$ cat src/rtl/fetch_if.sv
// Instruction-memory read port shared by the fetch unit (master) and memory (slave).
interface fetch_if;
   logic        imem_req;
   logic [31:0] imem_addr;
   logic        imem_ack;
   logic [31:0] imem_rdata;

   modport master (
      output imem_req,
      output imem_addr,
      input  imem_ack,
      input  imem_rdata
   );

   modport slave (
      input  imem_req,
      input  imem_addr,
      output imem_ack,
      output imem_rdata
   );
endinterface

$ cat src/rtl/fetch_unit.sv
// Single-issue instruction fetch: request a word, hold it until the datapath retires it,
// then steer pc by jr/jump/branch. A misaligned target halts until reset.
module fetch_unit #(
   parameter logic [31:0] RESET_PC = 32'h0000_0000
) (
   input  logic        clk,
   input  logic        rst,
   fetch_if.master     imem,
   output logic [31:0] instr,
   output logic        instr_valid,
   output logic [31:0] pc_plus4,
   input  logic        stall,
   input  logic        branch,
   input  logic        jump,
   input  logic        jal,
   input  logic        jr,
   input  logic        zero,
   input  logic [31:0] rs_data,
   output logic        addr_err,
   output logic [31:0] retired_cnt
);

   typedef enum logic [1:0] {
      StReq   = 2'd0,
      StValid = 2'd1,
      StHalt  = 2'd2
   } state_e;

   state_e      r_state;
   logic [31:0] r_pc;
   logic [31:0] r_instr;
   logic        r_req;
   logic        r_valid;
   logic        r_addr_err;
   logic [31:0] r_retired_cnt;

   logic [31:0] w_pc_plus4;
   logic [31:0] w_br_offset;
   logic [31:0] w_next_pc;
   logic        w_misaligned;

   assign w_pc_plus4  = r_pc + 32'd4;
   assign w_br_offset = {{14{r_instr[15]}}, r_instr[15:0], 2'b00};

   always_comb begin
      w_next_pc = w_pc_plus4;
      if (jr) begin
         w_next_pc = rs_data;
      end else if (jump || jal) begin
         w_next_pc = {w_pc_plus4[31:28], r_instr[25:0], 2'b00};
      end else if (branch && zero) begin
         w_next_pc = w_pc_plus4 + w_br_offset;
      end
   end

   assign w_misaligned = (w_next_pc[1:0] != 2'b00);

   always_ff @(posedge clk or negedge rst) begin
      if (!rst) begin
         r_state       <= StReq;
         r_pc          <= RESET_PC;
         r_instr       <= 32'd0;
         r_req         <= 1'b1;
         r_valid       <= 1'b0;
         r_addr_err    <= 1'b0;
         r_retired_cnt <= 32'd0;
      end else begin
         case (r_state)
            StReq: begin
               if (imem.imem_ack) begin
                  r_instr <= imem.imem_rdata;
                  r_state <= StValid;
                  r_req   <= 1'b0;
                  r_valid <= 1'b1;
               end
            end
            StValid: begin
               if (!stall) begin
                  r_retired_cnt <= r_retired_cnt + 32'd1;
                  r_valid       <= 1'b0;
                  // A bad target is still a retire, but pc keeps the faulting instruction's address.
                  if (w_misaligned) begin
                     r_state    <= StHalt;
                     r_addr_err <= 1'b1;
                     r_req      <= 1'b0;
                  end else begin
                     r_pc    <= w_next_pc;
                     r_state <= StReq;
                     r_req   <= 1'b1;
                  end
               end
            end
            StHalt: begin
               r_req      <= 1'b0;
               r_valid    <= 1'b0;
               r_addr_err <= 1'b1;
            end
            default: begin
               r_state    <= StHalt;
               r_req      <= 1'b0;
               r_valid    <= 1'b0;
               r_addr_err <= 1'b1;
            end
         endcase
      end
   end

   assign imem.imem_req  = r_req;
   assign imem.imem_addr = r_pc;
   assign instr          = r_instr;
   assign instr_valid    = r_valid;
   assign pc_plus4       = w_pc_plus4;
   assign addr_err       = r_addr_err;
   assign retired_cnt    = r_retired_cnt;

endmodule

$ cat src/flat_wrapper.sv
// flat-port wrapper written by rule: the top's interface ports become plain ports
module fetch_unit_flat 
#(
   parameter logic [31:0] RESET_PC = 32'h0000_0000
)
  (clk, rst, instr, instr_valid, pc_plus4, stall, branch, jump, jal, jr, zero, rs_data, addr_err, retired_cnt, imem_imem_req, imem_imem_addr, imem_imem_ack, imem_imem_rdata);
  fetch_if imem_i ();
  input  logic clk;
  input  logic rst;
  output logic [31:0] instr;
  output logic instr_valid;
  output logic [31:0] pc_plus4;
  input  logic stall;
  input  logic branch;
  input  logic jump;
  input  logic jal;
  input  logic jr;
  input  logic zero;
  input  logic [31:0] rs_data;
  output logic addr_err;
  output logic [31:0] retired_cnt;
  output wire logic [$bits(imem_i.imem_req)-1:0] imem_imem_req;
  output wire logic [$bits(imem_i.imem_addr)-1:0] imem_imem_addr;
  input wire logic [$bits(imem_i.imem_ack)-1:0] imem_imem_ack;
  input wire logic [$bits(imem_i.imem_rdata)-1:0] imem_imem_rdata;
  assign imem_imem_req = imem_i.imem_req;
  assign imem_imem_addr = imem_i.imem_addr;
  assign imem_i.imem_ack = imem_imem_ack;
  assign imem_i.imem_rdata = imem_imem_rdata;
  fetch_unit #(.RESET_PC(RESET_PC)) u_core (.clk(clk), .rst(rst), .imem(imem_i), .instr(instr), .instr_valid(instr_valid), .pc_plus4(pc_plus4), .stall(stall), .branch(branch), .jump(jump), .jal(jal), .jr(jr), .zero(zero), .rs_data(rs_data), .addr_err(addr_err), .retired_cnt(retired_cnt));
endmodule
$ cat config.mk
export PLATFORM = sky130hd
export DESIGN_NAME = fetch_unit_flat
export DESIGN_NICKNAME = d
export VERILOG_FILES = /design/src/rtl/fetch_if.sv /design/src/rtl/fetch_unit.sv /design/src/flat_wrapper.sv
export SDC_FILE = /design/constraint.sdc
export NUM_CORES = 1
export LEC_CHECK = 0
export BUFFER_PORTS_ARGS = -buffer_cell sky130_fd_sc_hd__buf_2
export CORE_ASPECT_RATIO = 0.7
export CORE_UTILIZATION = 57
export CTS_CLUSTER_SIZE = 14
export DETAILED_ROUTE_END_ITERATION = 8
export GPL_ROUTABILITY_DRIVEN = 1
export HOLD_SLACK_MARGIN = 0.03
export PLACE_DENSITY = 0.89
export SETUP_SLACK_MARGIN = 0.2
export SYNTH_ARGS = -nofsm -noshare
export SYNTH_HDL_FRONTEND = slang
export SYNTH_SLANG_ARGS = --single-unit
$ cat constraint.sdc
create_clock -name clk -period 6.7 [get_ports clk]
set_input_delay 2.01 -clock clk [delete_from_list [all_inputs] [get_ports clk]]
set_output_delay 2.01 -clock clk [all_outputs]
set_load 0.005 [all_outputs]
# Yosys cells after proc, flatten, opt, wreduce, memory -nomap -nowiden
# Index checks and enable logic that the tools add are counted.
[op_classes] add_sub_neg=3 eq_ne=5 n_mux=17 bitwise_logic=4 n_reduce_logical=10
[ops] op="$mux 32" n=3
[ops] op="$add 32x1->32 const B" n=1
[ops] op="$add 32x3->32 const B" n=1
[ops] op="$add 32x32->32" n=1
[ops] op="$reduce_and 3->1" n=3
[ops] op="$mux 1" n=7
[ops] op="$mux 2" n=3
[ops] op="$pmux 1 s2" n=3
[ops] op="$pmux 2 s3" n=1
[ops] op="$reduce_and 2->1" n=3
[ops] op="$ne 2x2->1 const B" n=2
[ops] op="$not 1->1" n=4
[ops] op="$eq 2x1->1 const B" n=1
[ops] op="$eq 2x2->1 const B" n=1
[ops] op="$logic_not 2->1" n=1
[ops] op="$ne 2x1->1 const B" n=1
[ops] op="$reduce_bool 2->1" n=1
[ops] op="$logic_and 1x1->1" n=1
[ops] op="$logic_or 1x1->1" n=1
[totals] reg_bits=101 in_bits=73 out_inout_bits=131 wordCells=46

# Logic depth before layout (Yosys ltp)
[logic_depth] word_depth=9 mapped_depth=17 ltp_nobuf=17

# Worst setup path before layout
# No wires, ideal clock.
[synth_timing] path_type="reg-to-output" start="register u_core.r_pc[2] (netlist: u_core.imem.imem_addr[2])" end="output pc_plus4[26]" arrival_time_ns=1.669 required_ns=4.690 slack_ns=3.021 stages_incl_launch_ff=8 path_buffers=0 cell_sequence="dfrtp_1 ha_1 nand4_1 nor2_1 and3_1 nand2_1 nor2_1 xor2_1"
[synth_between] elab_chain_cells=1
[synth_lines] element="start, declared" line_no="fetch_unit.sv:30" rtl="logic [31:0] r_pc;"
[synth_lines] element="start signal, assigned" line_no="fetch_unit.sv:87" rtl="r_pc <= w_next_pc;"
[synth_lines] element="$add 32x3->32" line_no="fetch_unit.sv:42" rtl="assign w_pc_plus4 = r_pc + 32'd4;"
[synth_lines] element="end, declared" line_no="flat_wrapper.sv:12" rtl="output logic [31:0] pc_plus4;"
# No other way between the ends.

# Worst setup path after layout
[layout_timing] start="register u_core.r_pc[2] (netlist: u_core.imem.imem_addr[2])" end="output pc_plus4[24]"
# The elaborated chain is that of the path after synthesis.

==> flow_summary.ini <==
[sta]
relSlewSlack = 0.479
fin_crit_ps = 4620
finalHoldViolations = 0
rsz0062_at_grt = no
min_period_over_period = 0.690
finClkSkew_ps = 9.48
fmax_ghz = 0.216
setup_tns_ps = 0
setup_viol = 0
worst_pin_slew_ps = 782
slew_viol_final = 0
fin_ws_ps = 2080

[worst_hold_path]
min_path_type = flop to flop

[setup_path]
cp_max_fo = 6
slowest_stage = dfrtp_1
path_delay_family = simple AND/OR/NAND/NOR gates
arrival_ps = 2610
cp.required_ps = 4690
endpoint_kind = primary output
crit_path_cell_trace = ha_1, nand4_1, nor2_1, and3_1, nand2_1, xnor2_1, buf_2
path_buf_inv = 1
cp-start-kind = flop
slowest_delay_ps = 430
setup.worst_path.class = flop to primary output

[die]
die_h_microns = 94.4
die_w_microns = 134
ios = 204
die_area_sq_um = 12700
rows = 33
initial_core_util = 0.589
coreArea_sq_um = 11800

[cells_and_area]
n_antenna_cell = 0
fin_nets = 1071
drive_above_1_share = 0.299
area_delta_synth_final_pct = 20.8
design_area_sq_um = 8410
fill_cells = 948

[placed_design]
gp_congestion = 1.08
dp_hpwl_mm = 15.8
place_area_sq_um = 8100
portBuffers = 203
post-place-ws_ps = 2210

[route]
wl_per_cell_microns = 18.6
route.vias.total = 6901
drtIter0Drc = 646
vias_per_cell = 6.15
first_pass_iters = 5
ant_nets = 0
drc = 0
routed_wl_mm = 20.9

[logic_synthesis]
synthTopCellsByArea = dfrtp_1 (36%), xnor2_1 (6.7%), ha_1 (6.7%)
synthDistinctLibCells = 68
post_synth.cell_area_avg_sq_um = 9.03
post-synth-top-area-cell = dfrtp_1
ys_ff_latch = 101
synth_enable_flop_cells = 0
netlist_area_sq_um = 6960
ys.flop_type = dfrtp_1
yosysMostFrequentCell = dfrtp_1
synthArstFlopShare = 1.00
syn_inst = 770
netlist.area_leader.share = 0.360
syn_nets = 881
synth_commonest_cells = dfrtp_1 (100), nand2_1 (93), a21oi_1 (66)
yosys_warnings = 0
ys_seq_area_frac = 0.363

[power]
power_density_nw_per_um2 = 491
power_leakage_nw = 4.10
vdd_drop_max_mv = 0.288

[global_route]
grt_overflow = 0
grt_pass1_vias = 6132
grt_max_degree = 59
grtUsageTotal = 0.334
antenna_found_initial = 0
grt_pass1_wl_mm = 32.5

[clocking]
cts_max_path_buffers = 2
post_cts_buffers = 0
clk_pin_slew_worst_paths_ps = 80
ctsRootBufferMaster = clkbuf_16
cts-resized-gates = 0
cts_sinks = 101
clock_latency_ps = 350
cts_tree = yes
cts_buffers = 9
h-tree-depth = 3
cts_hold_buf = 0

[status]
status = finished, final reports clean

[flow_run]
maxCapViolCount = 0
## flip-flops by register name, indices dropped and copies added, names as in the netlist
register and count:
u_core.imem.imem_req 1, u_core.instr 32, u_core.retired_cnt 32, u_core.instr_valid 1, u_core.r_state 2, u_core.addr_err 1, u_core.imem.imem_addr 32
## worst paths after layout
check / from / to / slack (ps) / depth (start not counted)
setup / recovery: u_core.imem.imem_addr[2]$_DFFE_PN0P_ / pc_plus4[24] / 2080 / 7
setup reg to reg: u_core.imem.imem_addr[2]$_DFFE_PN0P_ / u_core.imem.imem_addr[30]$_DFFE_PN0P_ / 2450 / 15
hold reg to reg: u_core.retired_cnt[31]$_DFFE_PN0P_ / u_core.retired_cnt[31]$_DFFE_PN0P_ / 470 / 1
max in group asynchronous: rst / u_core.instr[9]$_DFFE_PN0P_ / 3880 / 2
min in group asynchronous: rst / u_core.retired_cnt[16]$_DFFE_PN0P_ / 1630 / 1
hold / removal: u_core.retired_cnt[31]$_DFFE_PN0P_ / u_core.retired_cnt[31]$_DFFE_PN0P_ / 470 / 1
## cell usage in the layout (no fill, tap or decap), types with 4 or more instances in the layout
master,instances
a211oi_1,8
a21o_1,18
a21oi_1,66
a311oi_1,8
and2_1,4
and3_1,21
and4_1,6
buf_2,202
buf_4,9
clkbuf_16,9
dfrtp_1,100
ha_1,37
inv_1,9
mux2_2,34
mux2i_1,5
nand2_1,93
nand2b_1,5
nand3_1,31
nand4_1,15
nor2_1,57
nor2b_1,6
nor3_1,10
o211ai_1,12
o21ai_0,44
o21bai_1,4
o31ai_1,4
or3_1,4
xnor2_1,53
xor2_1,26
## per-layer routing
layer  vias up  part of all wire  track usage  routed length [microns]
met5         -                 0            0                        0
met4         0             0.024        0.116                      494
met3        43              0.13       0.0789                     2650
met2       472              0.42        0.487                     8790
met1      3220              0.43        0.484                     8990
li1       3166                 -            -                        -
## through the flow
step            util  hold slack, ps  std cells  total power, mW
4_1_cts        0.712             473       1122             4.07
2_1_floorplan      -             465        770             2.72
3_3_place_gp   0.686             456       1106             3.45
6_report       0.712             466       1122             4.12
3_5_place_dp   0.686             460       1106             3.51
5_1_grt        0.712             491       1122             4.41
## where the power goes
group / switching (mW) / internal (mW)
registers: 0.279 / 0.807
clock network: 0.266 / 0.265
logic: 1.42 / 1.09
## logic make-up after synthesis
group                      share of synthesized area
muxes                                         0.0644
and+or+nand+nor                                0.201
adders and majority gates                     0.0694
DFF                                            0.363
buffers and inverters                         0.0245
xor gates and xnor gates                      0.0995
AOI/OAI and AO/OA                              0.178
## final cells by class
cell class,count,area [sq um],share of cell area
multi-input combinational,628,4270,0.507
clock inverter,7,77.6,0.00923
inverter,9,33.8,0.00402
tap,157,196,0.0234
clock buffer,9,225,0.0268
timing repair buffer,211,1080,0.128
sequential,101,2530,0.301
Note: power is estimated with default switching activity, not from simulation.
